[src/rtl/spraid_spi_target.sv]
// SPI mode-0 target with a Wishbone register port and RX/TX byte FIFOs.
// Optional interrupt output and IRQ_MASK register: define SPRAID_TGT_IRQ_EN.
module spraid_spi_target #(
    parameter int unsigned FIFO_DEPTH  = 8,
    parameter int unsigned SYNC_STAGES = 2,
    parameter logic [7:0]  FILL_BYTE   = 8'hFF
) (
    input  logic        wb_clk_i,
    input  logic        wb_rst_i,
    input  logic        wb_stb_i,
    input  logic        wb_cyc_i,
    input  logic        wb_we_i,
    input  logic [31:0] wb_adr_i,
    input  logic [31:0] wb_dat_i,
    output logic        wb_ack_o,
    output logic [31:0] wb_dat_o,
    input  logic        spi_clk_i,
    input  logic        spi_cs_i,
    input  logic        spi_mosi_i,
    output logic        spi_miso_o,
    output logic        spi_miso_oe
`ifdef SPRAID_TGT_IRQ_EN
   ,output logic        irq_o
`endif
);
    localparam int unsigned AW = $clog2(FIFO_DEPTH);
    localparam int unsigned PW = AW + 1;

    typedef enum logic [1:0] {S_IDLE, S_LOAD, S_SHIFT} state_t;

    state_t r_state, w_state_nx;

    logic [SYNC_STAGES-1:0] r_sclk_sync, r_cs_sync, r_mosi_sync;
    logic r_sclk_d, r_cs_d;
    logic w_sclk, w_cs, w_mosi, w_sclk_rise, w_sclk_fall, w_cs_rise, w_cs_fall;

    logic        r_ack, r_en, r_miso, r_oe, r_reload, r_fill;
    logic [31:0] r_dat;
    logic [7:0]  r_tx_sr, r_rx_sr;
    logic [2:0]  r_bitcnt;
    logic        r_rx_ovf, r_tx_unf, r_abort, r_tx_ovf;

    logic [7:0]    r_rx_mem [FIFO_DEPTH];
    logic [7:0]    r_tx_mem [FIFO_DEPTH];
    logic [PW-1:0] r_rx_wp, r_rx_rp, r_tx_wp, r_tx_rp;

    logic          w_req, w_wr, w_rd, w_ctrl_wr, w_rx_flush, w_tx_flush;
    logic [1:0]    w_adr;
    logic [3:0]    w_w1c;
    logic          w_rx_empty, w_rx_full, w_tx_empty, w_tx_full;
    logic [PW-1:0] w_rx_count;
    logic [5:0]    w_rx_cnt_ext;
    logic [3:0]    w_rx_cnt4;
    logic          w_rx_pop, w_rx_push_req, w_rx_push, w_tx_push_req, w_tx_push, w_tx_pop;
    logic [7:0]    w_rx_byte, w_rx_head, w_tx_head, w_load_val;
    logic          w_load, w_shift, w_rise, w_end;
    logic [31:0]   w_status, w_rdata, w_mask_rd;

    // Pin synchronizers plus one history flop for edge detection
    always_ff @(posedge wb_clk_i) begin
        if (wb_rst_i) begin
            r_sclk_sync <= '0;
            r_cs_sync   <= '1;
            r_mosi_sync <= '0;
            r_sclk_d    <= 1'b0;
            r_cs_d      <= 1'b1;
        end else begin
            r_sclk_sync <= {r_sclk_sync[SYNC_STAGES-2:0], spi_clk_i};
            r_cs_sync   <= {r_cs_sync[SYNC_STAGES-2:0], spi_cs_i};
            r_mosi_sync <= {r_mosi_sync[SYNC_STAGES-2:0], spi_mosi_i};
            r_sclk_d    <= w_sclk;
            r_cs_d      <= w_cs;
        end
    end

    assign w_sclk      = r_sclk_sync[SYNC_STAGES-1];
    assign w_cs        = r_cs_sync[SYNC_STAGES-1];
    assign w_mosi      = r_mosi_sync[SYNC_STAGES-1];
    assign w_sclk_rise = w_sclk & ~r_sclk_d;
    assign w_sclk_fall = ~w_sclk & r_sclk_d;
    assign w_cs_rise   = w_cs & ~r_cs_d;
    assign w_cs_fall   = ~w_cs & r_cs_d;

    // Wishbone decode; all side effects happen on the accept edge that raises ack
    assign w_req         = wb_stb_i & wb_cyc_i & ~r_ack;
    assign w_adr         = wb_adr_i[3:2];
    assign w_wr          = w_req & wb_we_i;
    assign w_rd          = w_req & ~wb_we_i;
    assign w_rx_pop      = w_rd & (w_adr == 2'd0) & ~w_rx_empty;
    assign w_tx_push_req = w_wr & (w_adr == 2'd0);
    assign w_tx_push     = w_tx_push_req & ~w_tx_full;
    assign w_ctrl_wr     = w_wr & (w_adr == 2'd2);
    assign w_rx_flush    = w_ctrl_wr & wb_dat_i[1];
    assign w_tx_flush    = w_ctrl_wr & wb_dat_i[2];
    assign w_w1c         = (w_wr && w_adr == 2'd1) ? wb_dat_i[7:4] : 4'h0;

    assign w_rx_empty   = (r_rx_wp == r_rx_rp);
    assign w_rx_full    = (r_rx_wp[AW] != r_rx_rp[AW]) && (r_rx_wp[AW-1:0] == r_rx_rp[AW-1:0]);
    assign w_tx_empty   = (r_tx_wp == r_tx_rp);
    assign w_tx_full    = (r_tx_wp[AW] != r_tx_rp[AW]) && (r_tx_wp[AW-1:0] == r_tx_rp[AW-1:0]);
    assign w_rx_count   = r_rx_wp - r_rx_rp;
    assign w_rx_cnt_ext = 6'(w_rx_count);
    assign w_rx_cnt4    = (w_rx_cnt_ext > 6'd15) ? 4'hF : w_rx_cnt_ext[3:0];
    assign w_rx_head    = r_rx_mem[r_rx_rp[AW-1:0]];
    assign w_tx_head    = r_tx_mem[r_tx_rp[AW-1:0]];

    // FSM state register
    always_ff @(posedge wb_clk_i) begin
        if (wb_rst_i) r_state <= S_IDLE;
        else          r_state <= w_state_nx;
    end

    // FSM next state
    always_comb begin
        w_state_nx = r_state;
        if (!r_en) begin
            w_state_nx = S_IDLE;
        end else begin
            case (r_state)
                S_IDLE:  if (w_cs_fall) w_state_nx = S_LOAD;
                S_LOAD:  w_state_nx = S_SHIFT;
                S_SHIFT: if (w_cs_rise) w_state_nx = S_IDLE;
                default: w_state_nx = S_IDLE;
            endcase
        end
    end

    // FSM datapath strobes
    always_comb begin
        w_load  = 1'b0;
        w_shift = 1'b0;
        w_rise  = 1'b0;
        w_end   = 1'b0;
        if (r_en) begin
            case (r_state)
                S_LOAD: w_load = 1'b1;
                S_SHIFT: begin
                    if (w_cs_rise)        w_end = 1'b1;
                    else if (w_sclk_rise) w_rise = 1'b1;
                    else if (w_sclk_fall) begin
                        w_load  = r_reload;
                        w_shift = ~r_reload;
                    end
                end
                default: ;
            endcase
        end
    end

    assign w_load_val    = w_tx_empty ? FILL_BYTE : w_tx_head;
    assign w_tx_pop      = w_load & ~w_tx_empty;
    assign w_rx_byte     = {r_rx_sr[6:0], w_mosi};
    assign w_rx_push_req = w_rise & (r_bitcnt == 3'd7);
    assign w_rx_push     = w_rx_push_req & ~w_rx_full;

    // Shift registers; underflow is flagged when a fill byte is actually clocked,
    // so the reload on the trailing fall of a frame never raises TX_UNF by itself
    always_ff @(posedge wb_clk_i) begin
        if (wb_rst_i) begin
            r_tx_sr  <= FILL_BYTE;
            r_rx_sr  <= 8'h00;
            r_bitcnt <= 3'd0;
            r_reload <= 1'b0;
            r_fill   <= 1'b0;
            r_miso   <= FILL_BYTE[7];
        end else begin
            if (w_load) begin
                r_tx_sr  <= w_load_val;
                r_miso   <= w_load_val[7];
                r_fill   <= w_tx_empty;
                r_reload <= 1'b0;
            end
            if (w_shift) begin
                r_tx_sr <= {r_tx_sr[6:0], 1'b0};
                r_miso  <= r_tx_sr[6];
            end
            if (w_rise) begin
                r_rx_sr  <= w_rx_byte;
                r_bitcnt <= 3'(r_bitcnt + 3'd1);
                r_fill   <= 1'b0;
                if (r_bitcnt == 3'd7) r_reload <= 1'b1;
            end
            if (w_end || r_state == S_IDLE || r_state == S_LOAD) begin
                r_bitcnt <= 3'd0;
                if (r_state != S_LOAD) begin
                    r_reload <= 1'b0;
                    r_fill   <= 1'b0;
                end
            end
        end
    end

    // FIFO pointers: flush beats a same-cycle push
    always_ff @(posedge wb_clk_i) begin
        if (wb_rst_i) begin
            r_rx_wp <= '0; r_rx_rp <= '0;
            r_tx_wp <= '0; r_tx_rp <= '0;
        end else begin
            if (w_rx_flush) begin
                r_rx_wp <= '0; r_rx_rp <= '0;
            end else begin
                if (w_rx_push) r_rx_wp <= r_rx_wp + PW'(1);
                if (w_rx_pop)  r_rx_rp <= r_rx_rp + PW'(1);
            end
            if (w_tx_flush) begin
                r_tx_wp <= '0; r_tx_rp <= '0;
            end else begin
                if (w_tx_push) r_tx_wp <= r_tx_wp + PW'(1);
                if (w_tx_pop)  r_tx_rp <= r_tx_rp + PW'(1);
            end
        end
    end

    always_ff @(posedge wb_clk_i) begin
        if (w_rx_push) r_rx_mem[r_rx_wp[AW-1:0]] <= w_rx_byte;
        if (w_tx_push) r_tx_mem[r_tx_wp[AW-1:0]] <= wb_dat_i[7:0];
    end

    // Sticky flags, CTRL, MISO enable and Wishbone response; a set beats a W1C
    always_ff @(posedge wb_clk_i) begin
        if (wb_rst_i) begin
            r_rx_ovf <= 1'b0; r_tx_unf <= 1'b0; r_abort <= 1'b0; r_tx_ovf <= 1'b0;
            r_en     <= 1'b0;
            r_oe     <= 1'b0;
            r_ack    <= 1'b0;
            r_dat    <= 32'h0;
        end else begin
            r_rx_ovf <= (w_rx_push_req & w_rx_full) | (r_rx_ovf & ~w_w1c[0]);
            r_tx_unf <= (w_rise & r_fill) | (r_tx_unf & ~w_w1c[1]);
            r_abort  <= (w_end & (r_bitcnt != 3'd0)) | (r_abort & ~w_w1c[2]);
            r_tx_ovf <= (w_tx_push_req & w_tx_full) | (r_tx_ovf & ~w_w1c[3]);
            if (w_ctrl_wr) r_en <= wb_dat_i[0];
            r_oe  <= r_en & ~w_cs;
            r_ack <= w_req;
            r_dat <= w_rd ? w_rdata : 32'h0;
        end
    end

    assign w_status = {16'h0, w_rx_cnt4, 3'b000, ~w_cs,
                       r_tx_ovf, r_abort, r_tx_unf, r_rx_ovf,
                       w_tx_full, w_tx_empty, w_rx_full, w_rx_empty};

`ifdef SPRAID_TGT_IRQ_EN
    logic [7:0] r_mask;
    logic       r_irq;
    logic [7:0] w_irq_src;

    assign w_irq_src = {w_status[7:3], w_tx_empty, w_status[1], ~w_rx_empty};

    always_ff @(posedge wb_clk_i) begin
        if (wb_rst_i) begin
            r_mask <= 8'h00;
            r_irq  <= 1'b0;
        end else begin
            if (w_wr && w_adr == 2'd3) r_mask <= wb_dat_i[7:0];
            r_irq <= |(w_irq_src & r_mask);
        end
    end

    assign w_mask_rd = {24'h0, r_mask};
    assign irq_o     = r_irq;
`else
    assign w_mask_rd = 32'h0;
`endif

    always_comb begin
        w_rdata = 32'h0;
        case (w_adr)
            2'd0: w_rdata = {24'h0, w_rx_empty ? 8'h00 : w_rx_head};
            2'd1: w_rdata = w_status;
            2'd2: w_rdata = {31'h0, r_en};
            2'd3: w_rdata = w_mask_rd;
            default: w_rdata = 32'h0;
        endcase
    end

    assign wb_ack_o    = r_ack;
    assign wb_dat_o    = r_dat;
    assign spi_miso_o  = r_miso;
    assign spi_miso_oe = r_oe;

    logic w_unused_ok;
    assign w_unused_ok = &{1'b0, wb_adr_i[31:4], wb_adr_i[1:0], wb_dat_i[31:8]};
endmodule

[config.mk]
export PLATFORM = sky130hd
export DESIGN_NAME = spraid_spi_target
export DESIGN_NICKNAME = d
export VERILOG_FILES = /design/src/rtl/spraid_spi_target.sv
export SDC_FILE = /design/constraint.sdc
export NUM_CORES = 1
export LEC_CHECK = 0
export ABC_AREA = 1
export BUFFER_PORTS_ARGS = -buffer_cell sky130_fd_sc_hd__clkbuf_2
export CORE_UTILIZATION = 50
export CTS_CLUSTER_SIZE = 12
export DETAILED_ROUTE_END_ITERATION = 8
export GPL_ROUTABILITY_DRIVEN = 0
export MAX_ROUTING_LAYER = met4
export PLACE_DENSITY = 0.7
export SETUP_SLACK_MARGIN = 0.2
export SLEW_MARGIN = 20
export SYNTH_ARGS = -nofsm -noshare
export SYNTH_HDL_FRONTEND = slang
export SYNTH_SLANG_ARGS = --single-unit
[constraint.sdc]
create_clock -name wb_clk_i -period 2.7 [get_ports wb_clk_i]
set_clock_uncertainty 0.05 [all_clocks]
set_input_delay 0.27 -clock wb_clk_i [delete_from_list [all_inputs] [get_ports wb_clk_i]]
set_output_delay 0.27 -clock wb_clk_i [all_outputs]
set_load 0.02 [all_outputs]
# Word-level counts from Yosys, hierarchy flattened
# Memory sizes are Yosys's and may differ from the RTL's. A register that Yosys moved wholly into a read port is not among the register bits.
# Cells that the tools add are included.
# W data, S select, Z words.
classes:
  addsub: 6
  order_cmp: 1
  n_eq_ne: 15
  mux: 46
  bitwise_logic: 48
  reduce_logical: 15
op_table:
  columns: ["op", "n"]
  rows:
  - ["$pmux W32 S4", 1]
  - ["$mux W1", 31]
  - ["$and A1 B1 Y1", 27]
  - ["$not A1 Y1", 17]
  - ["$add A4 B1 Y4 const B", 4]
  - ["$mux W8", 2]
  - ["$mux W7", 2]
  - ["$mux W3", 4]
  - ["$reduce_or A2 Y1", 5]
  - ["$eq A4 B4 Y1", 2]
  - ["$mux W4", 2]
  - ["$eq A2 B2 Y1 const B", 3]
  - ["$eq A3 B3 Y1", 2]
  - ["$pmux W2 S3", 1]
  - ["$eq A2 B1 Y1 const B", 2]
  - ["$gt A4 B4 Y1 const B", 1]
  - ["$logic_not A2 Y1", 2]
  - ["$mux W2", 2]
  - ["$ne A2 B2 Y1 const B", 2]
  - ["$or A1 B1 Y1", 4]
  - ["$sub A4 B4 Y4", 1]
  - ["$add A3 B1 Y3 const B", 1]
  - ["$eq A3 B3 Y1 const B", 1]
  - ["$logic_and A1 B1 Y1", 3]
  - ["other kinds (7)", 9]
word_totals:
  ff_bits: 85
  ram_bits: 128
  word_cells: 157
  mem_count: 2
mem_list:
  columns: ["name", "words", "word_bits", "read_ports", "rd_ports_with_merged_regs", "write_ports", "line", "source"]
  rows:
  - ["r_rx_mem", 8, 8, 1, 1, 1, "43", "logic [7:0] r_rx_mem [FIFO_DEPTH];"]
  - ["r_tx_mem", 8, 8, 1, 1, 1, "44", "logic [7:0] r_tx_mem [FIFO_DEPTH];"]

# Longest topological paths before layout
logic_depth:
  depth_word: 12
  ltp_mapped: 12
  mapped_depth_nobuf: 10

# Least setup slack after synthesis
# Ideal clock, no wire load.
synth_path:
  path_type: "register -> register"
  start: "register r_state[0]"
  end: "memory r_rx_mem[0][0] (enable)"
  setup_ns: 0.383
  t_arrival_ns: 1.789
  setup_slack_ns: 0.478
  stages_incl_launch_ff: 9
  synth_period_minus_slack_ns: 2.222
  cell_sequence: "dfxtp_1 > inv_1 > ha_1 > nand2_4 > nor2_2 > inv_2 > nor2_4 > nand3_2 > nor3_1"
synth_between:
  elab_chain_len: 7
synth_lines:
  columns: ["element", "line", "source"]
  rows:
  - ["from (decl)", "31", "state_t r_state, w_state_nx;"]
  - ["from (signal assigned)", "110", "else r_state <= w_state_nx;"]
  - ["$eq A2 B2 Y1", "135", "case (r_state)"]
  - ["$mux W1", "135", null]
  - ["$mux W1", "134", "if (r_en) begin"]
  - ["$and A1 B1 Y1", "153", "assign w_rx_push_req = w_rise & (r_bitcnt == 3'd7);"]
  - ["$and A1 B1 Y1", "154", "assign w_rx_push = w_rx_push_req & ~w_rx_full;"]
  - ["$mux W1", "215", "if (w_rx_push) r_rx_mem[r_rx_wp[AW-1:0]] <= w_rx_byte;"]
  - ["$mux W1 (implied by the code)", "215", null]
  - ["to (decl)", "43", null]
# No other way between the ends.

# Final worst setup path
layout_path:
  start: "register r_state[0]"
  end: "memory r_rx_mem[0][3] (enable)"
# Same word-level chain as after synthesis.

==> results_dict.tcl <==
set metrics [dict create \
    status "finished, violations left" \
    violations "DRC" \
    antenna_found_initial 0 \
    row_count 48 \
    n_antenna_cell 0 \
    dieArea_mm2 0.0181 \
    path_cells "inv_1 > ha_1 > nand2_4 > nor2_2 > inv_2 > nor2_4 > nand3_2 > nor3_1 > buf_4" \
    cp.arrival_ps 2220 \
    vias 6118 \
    cap_viol_max_count 0 \
    worstPathMaxFanout 12 \
    die_h_um 135 \
    ys.flop_type "edfxtp_1" \
    overflow 0 \
    finalPower_mw 5.79 \
    synthArstFlopShare 0 \
    synth.avg_cell_area_um2 9.49 \
    synth_most_common_cell "nand2_1" \
    numCtsBuffers 17 \
    fp.dieW_um 135 \
    cp.required_ps 2790 \
    r2r_end "r_rx_mem[0][3]" \
    rr_startpoint "r_state[0]" \
    power.density_mw_per_mm2 592 \
    critPathCaptureType "flip-flop" \
    area_growth_pct 11.1 \
    p_leak_nw 4.21 \
    grt_usage 0.209 \
    place_area_mm2 0.00917 \
    min_path_cells 1 \
    worstMarginPinSlew_ps 652 \
    cts_max_level 4 \
    drtIter0Drc 377 \
    path_clk_slew_ps 70 \
    synth_top_cells_by_area "edfxtp_1 (44%), dfxtp_1 (16%), nand2_1 (9.6%)" \
    tns_ps 0 \
    finalSetupViolCount 0 \
    fin_crit_sh 0.789 \
    cts_buffer_depth 2 \
    clock_latency_ps 440 \
    drive_gt1_frac 0.124 \
    yosysWarnings 0 \
    rsz0062_at_grt "false" \
    antenna_left 0 \
    postSynthCellCount 926 \
    whs_endpoint "r_tx_mem[3][3]" \
    synth_area_leader_cell "edfxtp_1" \
    holdCritPathClass "in2reg" \
    ys_ff_latch 200 \
    yosysUniqueCellTypes 40 \
    synth_edf_count 128 \
    netlist_top_cells_count "nand2_1 (225), edfxtp_1 (128), inv_1 (117)" \
    ir_drop_mv 0.296 \
    final_cell_area_mm2 0.00977 \
    initial_utilization 0.510 \
    ys_seq_area_frac 0.601 \
    netlist.area_leader.share 0.437 \
    max_slew_margin 0.565 \
    grt_max_degree 34 \
    fin_ws_ps 569 \
    maxSlewViolCount 0 \
    holdCritStartpoint "wb_dat_i[3]" \
    synthesis.area_mm2 0.00879 \
    wl_um 17100 \
    clock_sinks 200 \
    holdWs_ps 63.4 \
    nets 1059 \
    hpwl_um 11500 \
    min_period_ps 2130 \
    r2r_slack_ps 570 \
    fmax_ghz 0.469 \
    core_mm2 0.0172 \
    cp_slowest_cell "dfxtp_1" \
    r2r_cells 9 \
    avgViaCountPerCell 5.06 \
    pre_cts_ws_ps 547 \
    drc 1 \
    io_buffers 33 \
    tritoncts "done" \
    routedWlPerCell_um 14.1 \
    root_buffer "clkbuf_16" \
    hold_viol 0 \
    grt_pass1_vias 5729 \
    io_pins 107 \
    grt_pass1_wl_um 28000 \
    cp-start-kind "flip-flop" \
    cp_slowest_stage_delay_ps 320 \
    dr.pass1.iters 7 \
    worst-setup-path-type "reg2reg" \
]
## through the flow
step	utilization	instances
finish	0.567	1210
global route	0.567	1210
CTS	0.567	1210
detailed placement	0.532	1175
global placement	0.532	1175
floorplan	-	944
## cells in the final DEF, fill, tap and decap left out, types with 5 or more instances in the layout
master and count:
nand2_1 225, edfxtp_1 128, inv_1 117, nand3_1 81, nor2_1 74, dfxtp_1 72
a21oi_1 47, o21ai_0 33, clkbuf_2 33, buf_4 24, conb_1 19, clkbuf_16 17
ha_1 14, nor3_1 13, o211ai_1 11, nand4_1 9, xor2_1 7, inv_6 6
nand2_2 5, clkinvlp_4 5
## final cells by class
| class | count | area, um^2 |
|---|---|---|
| Tap cell | 225 | 282 |
| Clock buffer | 17 | 425 |
| Sequential cell | 200 | 5290 |
| Clock inverter | 15 | 143 |
| Fill cell | 1448 | 7470 |
| Timing Repair Buffer | 60 | 375 |
| Multi-Input combinational cell | 570 | 2800 |
| Inverter | 123 | 464 |
## registers in the layout, summed over array words and instances, names as in the netlist, 2 cells and up, named ones only
| signal | cells |
|---|---|
| r_rx_mem | 64 |
| r_cs_sync | 2 |
| r_bitcnt | 3 |
| r_tx_mem | 64 |
| r_rx_sr | 7 |
| r_tx_sr | 7 |
| r_tx_rp | 4 |
| r_state | 2 |
| wb_dat_o | 13 |
| r_sclk_sync | 2 |
| r_tx_wp | 4 |
| r_mosi_sync | 2 |
| r_rx_wp | 4 |
| r_rx_rp | 4 |
## metal layers
metal | GRT usage | vias to the layer above | part of all wire
li1 | - | 3082 | -
met1 | 0.258 | 2835 | 0.45
met2 | 0.342 | 175 | 0.48
met3 | 0.0507 | 26 | 0.057
met4 | 0.0643 | 0 | 0.016
met5 | - | - | 0
## logic make-up after synthesis
logic type / count (synthesis) / share of synthesized area
compound gates: 100 / 0.0642
other cells: 1 / 0.000427
xor+xnor: 10 / 0.00996
simple gates: 426 / 0.213
fa+ha+maj: 15 / 0.0222
flops: 200 / 0.601
buf+inv: 174 / 0.0885
## worst max-delay path by stage
stage	to	slack, ps	depth (start not counted)	startpoint
after floorplan	r_rx_mem[0][0]	480	8	r_state[0]
after global placement	r_rx_mem[0][7]	600	9	r_state[0]
after detailed placement	r_rx_mem[0][5]	550	9	r_state[0]
after CTS	r_rx_mem[0][3]	530	9	r_state[0]
after global routing	r_rx_mem[0][4]	420	9	r_state[0]
final	r_rx_mem[0][3]	570	9	r_state[0]
## power by group
group | internal [mW] | leakage (nW) | total, mW | switching (mW)
sequential | 3.24 | 1.88 | 3.24 | 0.00522
combinational | 0.0255 | 2.07 | 0.108 | 0.0823
clock | 1.29 | 0.264 | 2.44 | 1.15
## worst max-delay path, delay by kind of cell (launching register included)
family	cells	cell delay [ps]
adders and majority gates	1	220
buffers and inverters	3	450
DFF	1	320
and+or+nand+nor	5	790
## timing repair
action	CTS	global route
gates resized for setup	0	0
setup buffers	0	0
hold endpoints to repair	3	0
hold buffers	3	0
Note: power is estimated with default switching activity, not from simulation.
